**config.mk**
```make
export PLATFORM = sky130hd
export DESIGN_NAME = ram_port_arbiter
export DESIGN_NICKNAME = d
export VERILOG_FILES = /design/src/rtl/ram_port_arbiter.sv
export SDC_FILE = /design/constraint.sdc
export NUM_CORES = 1
export LEC_CHECK = 0
export ABC_AREA = 1
export BUFFER_PORTS_ARGS = -buffer_cell sky130_fd_sc_hd__buf_2
export CORE_UTILIZATION = 50
export CTS_BUF_LIST = sky130_fd_sc_hd__clkbuf_4
export CTS_CLUSTER_DIAMETER = 200
export DETAILED_ROUTE_END_ITERATION = 10
export PLACE_DENSITY = 0.87
export SYNTH_ARGS = -nofsm -noshare
export SYNTH_HDL_FRONTEND = slang
export SYNTH_SLANG_ARGS = --single-unit
```
**constraint.sdc**
```tcl
create_clock -name clk -period 2.5 [get_ports clk]
set_input_delay 0.125 -clock clk [delete_from_list [all_inputs] [get_ports clk]]
set_output_delay 0.125 -clock clk [all_outputs]
set_load 0.03 [all_outputs]
```
**src/rtl/ram_port_arbiter.sv**
```systemverilog
// Two-requester arbiter/sequencer in front of a single-port RAM with registered read data.
// Define RAM_ARB_FIXED_PRIO_EN for fixed A-over-B priority; round-robin otherwise.
module ram_port_arbiter #(
    parameter int WIDTH = 8,
    parameter int AW    = 3
) (
    input  logic             clk,
    input  logic             reset_n,
    input  logic             req_a,
    input  logic             we_a,
    input  logic [AW-1:0]    addr_a,
    input  logic [WIDTH-1:0] wdata_a,
    input  logic             req_b,
    input  logic             we_b,
    input  logic [AW-1:0]    addr_b,
    input  logic [WIDTH-1:0] wdata_b,
    output logic             gnt_a,
    output logic             gnt_b,
    output logic             rvalid_a,
    output logic             rvalid_b,
    output logic [WIDTH-1:0] rdata_a,
    output logic [WIDTH-1:0] rdata_b,
    output logic             ram_cs_n,
    output logic             ram_we_n,
    output logic [AW-1:0]    ram_addr,
    output logic [WIDTH-1:0] ram_wdata,
    input  logic [WIDTH-1:0] ram_rdata
);

    typedef enum logic [1:0] {
        S_IDLE,
        S_ISSUE,
        S_RDWAIT
    } state_t;

    state_t           state, state_nx;
    logic             cmd_we, cmd_we_nx;
    logic             owner_b, owner_b_nx;
    logic             pick_b;

    logic             gnt_a_nx, gnt_b_nx;
    logic             rvalid_a_nx, rvalid_b_nx;
    logic [WIDTH-1:0] rdata_a_nx, rdata_b_nx;
    logic             ram_cs_n_nx, ram_we_n_nx;
    logic [AW-1:0]    ram_addr_nx;
    logic [WIDTH-1:0] ram_wdata_nx;

`ifdef RAM_ARB_FIXED_PRIO_EN
    assign pick_b = req_b & ~req_a;
`else
    logic last_b, last_b_nx;

    // last_b resets high so that A is favoured first
    assign pick_b = req_b & (~req_a | ~last_b);
`endif

    always_comb begin
        state_nx     = state;
        cmd_we_nx    = cmd_we;
        owner_b_nx   = owner_b;
        gnt_a_nx     = 1'b0;
        gnt_b_nx     = 1'b0;
        rvalid_a_nx  = 1'b0;
        rvalid_b_nx  = 1'b0;
        rdata_a_nx   = rdata_a;
        rdata_b_nx   = rdata_b;
        ram_cs_n_nx  = 1'b1;
        ram_we_n_nx  = 1'b1;
        ram_addr_nx  = ram_addr;
        ram_wdata_nx = ram_wdata;
`ifndef RAM_ARB_FIXED_PRIO_EN
        last_b_nx    = last_b;
`endif
        case (state)
            S_IDLE: begin
                if (req_a || req_b) begin
                    owner_b_nx   = pick_b;
                    cmd_we_nx    = pick_b ? we_b : we_a;
                    ram_addr_nx  = pick_b ? addr_b : addr_a;
                    ram_wdata_nx = pick_b ? wdata_b : wdata_a;
                    ram_cs_n_nx  = 1'b0;
                    ram_we_n_nx  = ~cmd_we_nx;
                    gnt_a_nx     = ~pick_b;
                    gnt_b_nx     = pick_b;
`ifndef RAM_ARB_FIXED_PRIO_EN
                    last_b_nx    = pick_b;
`endif
                    state_nx     = S_ISSUE;
                end
            end
            S_ISSUE: begin
                state_nx = cmd_we ? S_IDLE : S_RDWAIT;
            end
            S_RDWAIT: begin
                if (owner_b) begin
                    rdata_b_nx  = ram_rdata;
                    rvalid_b_nx = 1'b1;
                end else begin
                    rdata_a_nx  = ram_rdata;
                    rvalid_a_nx = 1'b1;
                end
                state_nx = S_IDLE;
            end
            default: state_nx = S_IDLE;
        endcase
    end

    always_ff @(posedge clk or negedge reset_n) begin
        if (!reset_n) begin
            state     <= S_IDLE;
            cmd_we    <= 1'b0;
            owner_b   <= 1'b0;
            gnt_a     <= 1'b0;
            gnt_b     <= 1'b0;
            rvalid_a  <= 1'b0;
            rvalid_b  <= 1'b0;
            rdata_a   <= '0;
            rdata_b   <= '0;
            ram_cs_n  <= 1'b1;
            ram_we_n  <= 1'b1;
            ram_addr  <= '0;
            ram_wdata <= '0;
        end else begin
            state     <= state_nx;
            cmd_we    <= cmd_we_nx;
            owner_b   <= owner_b_nx;
            gnt_a     <= gnt_a_nx;
            gnt_b     <= gnt_b_nx;
            rvalid_a  <= rvalid_a_nx;
            rvalid_b  <= rvalid_b_nx;
            rdata_a   <= rdata_a_nx;
            rdata_b   <= rdata_b_nx;
            ram_cs_n  <= ram_cs_n_nx;
            ram_we_n  <= ram_we_n_nx;
            ram_addr  <= ram_addr_nx;
            ram_wdata <= ram_wdata_nx;
        end
    end

`ifndef RAM_ARB_FIXED_PRIO_EN
    always_ff @(posedge clk or negedge reset_n) begin
        if (!reset_n) last_b <= 1'b1;
        else          last_b <= last_b_nx;
    end
`endif

endmodule
```
Word level (Yosys, flattened, before mapping) --
Cells that the tools add are included.
Storage, ports and cells: register bits 38, output and inout port bits 33
Operators by class: eq/ne operators 3, muxes and demuxes 18, bitwise operators 7, reduce and logical (&&, ||, !) cells 5
Operator list (count):
- 1-bit two-way mux | 13
- 8-bit two-way mux | 1
- 2-bit AND reduction | 3
- 1-bit inverter | 5
- 2-bit two-way mux | 2
- 2-bit one-hot mux with 2 select lines | 1
- 3-bit two-way mux | 1
- 2-bit by 1-bit equality test with 1-bit output (second input constant) | 1
- 2-bit equality test (second input constant) | 1
- 2-bit zero test | 1
- 2-bit inequality test (second input constant) | 1
- 1-bit AND | 1
- 1-bit logical OR | 1
- 1-bit OR | 1

Logic depth before layout (Yosys ltp) --
Gate-level depths: netlist of run 1.
word-level depth 7, depth in mapped cells 7

Least setup slack after synthesis of run 1 --
OpenSTA, ideal clock, no wires.
path type reg-to-reg, start reg last_b, end reg ram_addr[0], setup time 0.065 ns, data arrival time 1.039 ns, data required time 2.435 ns, slack 1.396 ns, cell stages (with the launch flop) 8, buffers on the path 1, period minus slack after synthesis 1.104 ns, cell sequence dfstp_2 > nand2_1 > nand2_1 > buf_4 > nand2_1 > nand2_1 > nand2_1 > nand2_1
On the way: longest elaborated chain between the ends 4
RTL lines:
- start, declared | RTL line 51 | logic last_b, last_b_nx;
- start signal, assigned | RTL line 143 | else last_b <= last_b_nx;
- 1-bit inverter | RTL line 54 | assign pick_b = req_b & (~req_a | ~last_b);
- 1-bit OR | RTL line 54
- 1-bit AND | RTL line 54
- 3-bit two-way mux | RTL line 79 | ram_addr_nx = pick_b ? addr_b : addr_a;
- end signal, assigned | RTL line 135 | ram_addr <= ram_addr_nx;
- end, declared | RTL line 25 | output logic [AW-1:0] ram_addr,
Every way passes these cells. A chain may end at the register's enable or synchronous reset.

Final worst setup path of run 1 --
start reg last_b, end reg owner_b
On the way: longest elaborated chain between the ends 3
RTL lines:
- 1-bit inverter | RTL line 54
- 1-bit OR | RTL line 54
- 1-bit AND | RTL line 54
- end signal, assigned | RTL line 126 | owner_b <= owner_b_nx;
- end, declared | RTL line 38 | logic owner_b, owner_b_nx;
Every way passes these cells.

==> results of run 1 <==
[cell type report]
type | instances | area, um^2
Sequential cell | 38 | 954.7
Fill cell | 244 | 908.4
Multi-Input combinational cell | 117 | 486.7
Timing Repair Buffer | 69 | 350.3
Inverter | 16 | 60.06
Clock buffer | 6 | 45.04
Tap cell | 31 | 38.79
Clock inverter | 2 | 8.758
[layer usage]
layer / up-vias / global-route usage, % / routed length (um)
met5: - / 0 / 0
met4: 0 / 10.20 / 27
li1: 685 / - / -
met2: 34 / 34.65 / 1664
met1: 609 / 25.94 / 1363
met3: 2 / 3.348 / 114
[power breakdown]
group	leakage, uW	internal, uW	switching, uW	total, uW
registers	0.000468	910	139	1050
clock network	0.0000331	117	174	291
logic	0.000678	336	911	1250
total	0.00118	1360	1220	2590
[layout by cell type, fill, tap and decap left out]
cell type	n
nor3_1	1
clkinv_2	1
nand3_1	14
clkbuf_4	6
nand2_1	81
dfrtp_1	35
inv_1	15
dlygate4sd3_1	1
inv_2	1
nor2_4	1
dfstp_2	3
o21ai_0	17
clkinv_1	1
buf_2	68
nor2_1	3
[registers in the layout, summed over array words and instances (netlist names)]
signal	cells
gnt_a	1
rdata_a	8
rdata_b	8
ram_wdata	8
last_b	1
ram_we_n	1
cmd_we	1
ram_addr	3
owner_b	1
gnt_b	1
rvalid_a	1
rvalid_b	1
state	2
ram_cs_n	1
[worst register-to-register path, stage by stage (launching register included)]
cell and delay [ns]:
dfstp_2 0.54, nand2_1 0.23, nand2_1 0.42, nor2_1 0.10, inv_1 0.08, o21ai_0 0.07
[Yosys cell counts]
cell type | count | area share, %
inv_2 | 1 | 0.24
buf_2 | 2 | 0.64
o21ai_0 | 17 | 5.5
inv_1 | 15 | 3.6
nand3_1 | 14 | 4.5
nor2_1 | 3 | 0.72
buf_6 | 3 | 2.2
nand2_1 | 81 | 19
nor2_4 | 1 | 0.72
nor3_1 | 1 | 0.32
dfstp_2 | 3 | 5.1
buf_4 | 2 | 0.96
dfrtp_1 | 35 | 56
[worst paths after layout]
kind                               from          end
max in group asynchronous       reset_n  ram_addr[0]
worst min register to register   cmd_we     state[1]
worst min-delay path               we_a     ram_we_n
min in group asynchronous       reset_n        gnt_a
worst max register to register   last_b      owner_b
worst max-delay path             last_b      owner_b
[through the flow]
stage	instances	hold slack (ns)	utilization [%]	cell area, um^2	total power [uW]
5_1_grt	279	0.03642	68.16	1944	2768
4_1_cts	279	0.01556	68.16	1944	2609
3_3_place_gp	270	0.2536	65.92	1881	2268
2_1_floorplan	178	-0.1706	-	1560	1960
6_report	279	0.03280	68.16	1944	2586
3_5_place_dp	270	0.2530	65.92	1881	2311
[kinds of logic (layout without fill, tap and decap cells)]
family	after synthesis	in the layout	share of synthesized area, %
AO/OA/AOI/OAI	17	17	5.453
flip-flops	38	38	61.19
AND/OR/NAND/NOR	100	100	25.74
buffers and inverters	23	93	7.617
[timing repair]
item | 4_1_cts | 5_1_grt
hold buffers | 1 | 0
resized for setup | 0 | 0
setup endpoints to repair | 0 | 0
endpoints found under the hold margin | 35 | 0
==> summary.txt, run 1 <==
Die
  • Area enclosed by the die boundary: 3348 um^2
  • Floorplan Core Area: 2853 um^2
  • Standard-cell rows: 19
  • Die Span Y: 57.86 um
  • Die Width: 57.86 um
  • Starting density of the core: 54.69%
  • Ports: 69

Clock network
  • Buffer cell driving the clock tree root: clkbuf_4
  • Number of CTS-inserted buffers: 5
  • Maximum clock path buffer count: 2
  • Clock-pin slew reported for the worst setup and hold paths after clock tree synthesis: 0.10 ns
  • Clock sink count: 38
  • Post CTS Setup Buffer Count: 0
  • Later-pin clock latency in the skew report: 0.32 ns
  • H-Tree Level Count: 2
  • Clock tree from TritonCTS: done

Synthesis
  • Number of synthesis warnings: 0
  • Sequential area share after synthesis: 61.19%
  • Synthesized flop and latch total: 38
  • Post-synthesis instance area: 1560 um^2
  • Synth unique cells: 13
  • Post-synthesis instance total: 178
  • Synth Area per Inst: 8.765 um^2
  • Post-synthesis net count: 214

Global route
  • Number of antenna violations at the first check in global routing: 0
  • Largest net degree at the start of global routing: 39
  • Global-route congestion overflow total: 0
  • First-pass GRT wire length: 5168 um
  • Tot GR Track Use: 20.62%
  • Number of global-route vias before repair: 1217

Critical path
  • Reg2reg path depth: 5
  • Slowest Stage Delay on Critical Path: 0.54 ns
  • Startpoint class of the critical path: register
  • Count of cell instances traversed by the critical path: 5
  • Internal reg-to-reg setup slack: 0.94 ns
  • Data arrival, critical path: 1.76 ns
  • Cell type group with the largest total delay on the critical path: simple AND/OR/NAND/NOR gates
  • Largest driver fanout on the critical path: 14
  • CP Class: register to register
  • Most repeated library cell on the critical path: nand2_1
  • Crit-path slowest cell: dfstp_2
  • Cell chain of the critical path: nand2_1 -> nand2_1 -> nor2_1 -> inv_1 -> o21ai_0
  • Critical Path RT: 2.70 ns
  • Critical path buffer and inverter count: 1
  • Worst Setup End Kind: register

STA
  • Achievable frequency: 0.6393 GHz
  • Setup Skew: 0.01221 ns
  • Count of pins over their slew limit: 0
  • Min setup slack post-route: 0.9359 ns
  • Final clock period utilization by the worst path: 62.57%
  • Final Hold Viols: 0
  • Final number of setup-violating endpoints: 0
  • Relative max-transition margin: 46.88%
  • Setup_tns: 0 ns
  • Unrepaired setup endpoints after global routing: false
  • Minimum period implied by the final worst setup slack: 1.564 ns
  • Transition at the pin with the smallest max-transition slack: 0.7968 ns

Run
  • Count of max-cap constraint violations: 0

Placed design
  • Detailed Place HPWL: 2359 um
  • Final weighted congestion in routability-driven placement: 0.8100
  • Post-Place Worst Slack: 0.9576 ns
  • Port Buf Inserts: 68

Drt
  • Vias: 1330
  • Average via count per standard cell: 4.767
  • Iteration-0 DRC count of the detailed router: 46
  • Drt drc: 4
  • First-pass DRT Iterations: 7
  • Routed len/inst: 11.36 um
  • Residual antenna-violating net count after detailed routing: 0
  • Total length of routed wires: 3169 um

Cells and area
  • Nets: 283
  • Fraction of final layout cells with drive strength greater than 1: 32.26%
  • Count of inserted antenna diode cells: 0
  • Syn-to-layout area delta: 24.62%

Power
  • Leak: 0.001179 uW
  • Max VDD drop: 0.7084 mV
  • Power density of the placed cells: 1330 nW/um^2

Worst hold path
  • Cell depth of the worst min-delay path: 4
  • Kind of path behind the tightest hold check: input port to register

Status
  • Run status: finished with violations
  • Violations in the final reports: DRC
No activity file was read; power rests on OpenSTA's default activity.
==> run 2, diff against run 1 <==
--- a/config.mk
+++ b/config.mk
@@ -5,13 +5,13 @@
 export SDC_FILE = /design/constraint.sdc
 export NUM_CORES = 1
 export LEC_CHECK = 0
-export ABC_AREA = 1
+export ABC_AREA = 0
 export BUFFER_PORTS_ARGS = -buffer_cell sky130_fd_sc_hd__buf_2
-export CORE_UTILIZATION = 50
+export CORE_UTILIZATION = 48
 export CTS_BUF_LIST = sky130_fd_sc_hd__clkbuf_4
 export CTS_CLUSTER_DIAMETER = 200
 export DETAILED_ROUTE_END_ITERATION = 10
-export PLACE_DENSITY = 0.87
+export PLACE_DENSITY = 0.85
 export SYNTH_ARGS = -nofsm -noshare
 export SYNTH_HDL_FRONTEND = slang
 export SYNTH_SLANG_ARGS = --single-unit
==> constraint.sdc (replaced) <==
create_clock -name clk -period 1.6 [get_ports clk]
set_input_delay 0.08 -clock clk [delete_from_list [all_inputs] [get_ports clk]]
set_output_delay 0.08 -clock clk [all_outputs]
set_load 0.03 [all_outputs]
==> summary.txt, run 2 <==
Synthesis
  • Synth Area in Adders: 0%
  • Synth unique cells: 20
  • Proportion of register bits with asynchronous set or reset after synthesis: 100.0%
  • Post-synthesis instance total: 112
  • Largest family of logic cells by synthesized area: multiplexers
  • Synth area leader: dfrtp_1
  • Synth Flop Type: dfrtp_1
  • Basic-gate share of the synthesized area counting and, or, nand and nor cells: 11.00%
  • Top cell types by occurrence after synthesis: 35 x dfrtp_1, 16 x mux2_2, 12 x a221o_1, 12 x nand2_1, 12 x nor3_1
  • Post-Synth XOR/XNOR Area: 0%
  • Post-synth top area share: 58.77%
  • Proportion of synthesized area in mux cells: 12.09%
  • Synthesized flop and latch total: 38
  • Sequential area share after synthesis: 64.06%
  • Synth Area per Inst: 13.31 um^2
  • Post-synthesis net count: 148
  • Number of synthesis warnings: 0
  • Top cells by area, synth: dfrtp_1 59%, mux2_2 12%, a221o_1 8.1%
  • Complex-gate fraction of the synthesized area: 9.740%
  • Number of flops mapped to enable cells by yosys: 0
  • Post-synthesis instance area: 1490 um^2
  • Top-count cell post-synth: dfrtp_1

Cells and area
  • Nets: 241
  • Syn-to-layout area delta: 42.65%
  • Count of inserted antenna diode cells: 0
  • Largest registers ranked by flip-flop count: ram_wdata x8, rdata_a x8, rdata_b x8
  • Layout Cell Area excl Fill: 2126 um^2
  • Fill cell count: 194
  • Most frequent cells in the layout: 68 x buf_2, 35 x dfrtp_1, 21 x dlygate4sd3_1, 16 x mux2_2
  • Leading cell type in the layout, fill and taps excluded: buf_2
  • Fraction of final layout cells with drive strength greater than 1: 48.54%

Power
  • Power density of the placed cells: 2075 nW/um^2
  • Leak: 0.001081 uW
  • Max VDD drop: 1.262 mV

Critical path
  • Critical path buffer and inverter count: 0
  • Slowest Stage Delay on Critical Path: 0.55 ns
  • Data arrival, critical path: 1.71 ns
  • Crit-path slowest cell: dfstp_2
  • Cell type group with the largest total delay on the critical path: flip-flops
  • Critical Path RT: 1.83 ns
  • Worst Setup End Kind: register
  • CP Class: register to register
  • Largest driver fanout on the critical path: 13
  • Startpoint class of the critical path: register
  • Cell chain of the critical path: and2_1 -> nor3_1 -> a221o_1

STA
  • Count of pins over their slew limit: 0
  • Final number of setup-violating endpoints: 0
  • Transition at the pin with the smallest max-transition slack: 0.7957 ns
  • Setup_tns: 0 ns
  • Setup Skew: 0.006268 ns
  • Unrepaired setup endpoints after global routing: false
  • Achievable frequency: 0.6717 GHz
  • Final Hold Viols: 0
  • Final clock period utilization by the worst path: 93.04%
  • Minimum period implied by the final worst setup slack: 1.489 ns
  • Relative max-transition margin: 46.96%

Status
  • Violations in the final reports: DRC
  • Run status: finished with violations

Clock network
  • Clock tree from TritonCTS: done
  • H-Tree Level Count: 2
  • Clock sink count: 38
  • Number of CTS-inserted buffers: 5
  • Post_cts resized: 0
  • Post CTS Setup Buffer Count: 0
  • Maximum clock path buffer count: 2
  • Clock-pin slew reported for the worst setup and hold paths after clock tree synthesis: 0.11 ns
  • Buffer cell driving the clock tree root: clkbuf_4
  • Later-pin clock latency in the skew report: 0.33 ns

Drt
  • Routed len/inst: 14.08 um
  • Drt drc: 6
  • Residual antenna-violating net count after detailed routing: 0
  • Vias: 1272
  • Total length of routed wires: 3338 um
  • Average via count per standard cell: 5.367
  • First-pass DRT Iterations: 7
  • Iteration-0 DRC count of the detailed router: 35

Global route
  • Largest net degree at the start of global routing: 39
  • Number of antenna violations at the first check in global routing: 0
  • Number of global-route vias before repair: 1268
  • Global-route congestion overflow total: 0
  • First-pass GRT wire length: 5354 um
  • Tot GR Track Use: 22.22%

Die
  • Standard-cell rows: 19
  • Starting density of the core: 52.24%
  • Floorplan Core Area: 2853 um^2
  • Ports: 69
  • Die Width: 57.72 um
  • Area enclosed by the die boundary: 3332 um^2
  • Die Span Y: 57.72 um

Placed design
  • Standard cell area after detailed placement: 1861 um^2
  • Detailed Place HPWL: 2185 um
  • Port Buf Inserts: 68
  • Final weighted congestion in routability-driven placement: 0.7145

Run
  • Count of max-cap constraint violations: 0

Worst hold path
  • Kind of path behind the tightest hold check: input port to register
[run 2: per-layer routing]
layer,share of wire [%],GRT usage (%),wire length (um)
met1,39,23.23,1295
met2,52,40.53,1751
met3,7.7,9.821,258
met4,0.99,6.122,33
met5,0,0,0
[run 2: repair_timing]
item / in CTS / in global routing
hold buffers: 21 / 0
endpoints found under the setup margin: 0 / 0
hold endpoints to repair: 64 / 0
[run 2: path summary, 6_finish.rpt]
| path | start | end | slack, ns | cells after the start |
|---|---|---|---|---|
| max | last_b | ram_wdata[2] | 0.11 | 3 |
| min | req_a | ram_cs_n | 0.08 | 3 |
| max reg2reg | last_b | ram_wdata[2] | 0.11 | 3 |
| min reg2reg | cmd_we | state[1] | 0.46 | 1 |
| max in group asynchronous | reset_n | rdata_b[3] | 0.73 | 2 |
| min in group asynchronous | reset_n | rdata_a[0] | 0.37 | 2 |
[run 2: final cells by class]
type	instances	area (um^2)	share of cell area, %
Clock inverter	2	10.01	0.4709
Sequential cell	38	954.7	44.91
Tap cell	31	38.79	1.825
Timing Repair Buffer	93	580.6	27.31
Clock buffer	6	45.04	2.119
Multi-Input combinational cell	65	489.2	23.01
Inverter	2	7.507	0.3531
[run 2: per-stage QoR]
step           setup WS [ns]  instances  util [%]  power (uW)  hold slack (ns)
4_1_cts               0.1363        237     74.52        4428          0.06205
5_1_grt              0.03567        237     74.52        4676          0.05071
2_1_floorplan         0.1971        112         -        3266          -0.2156
3_3_place_gp          0.2266        208     65.22        3834           0.1945
6_report              0.1113        237     74.52        4412          0.08051
3_5_place_dp          0.1522        208     65.22        3912           0.2107
[run 2: kinds of logic after synthesis]
kind of cell,count (synthesis)
compound gates,16
buf+inv,9
flops,38
mux,16
simple gates,33
[run 2: power breakdown]
part / leakage, uW / internal, uW / switching (uW)
sequential: 0.000460 / 1440 / 233
combinational: 0.000586 / 847 / 1410
clock: 0.0000354 / 184 / 292
total: 0.00108 / 2470 / 1940
[run 2: worst min-delay path, cell delays in order]
cell and delay, ns:
buf_2 0.09, o21ai_1 0.08, buf_4 0.16
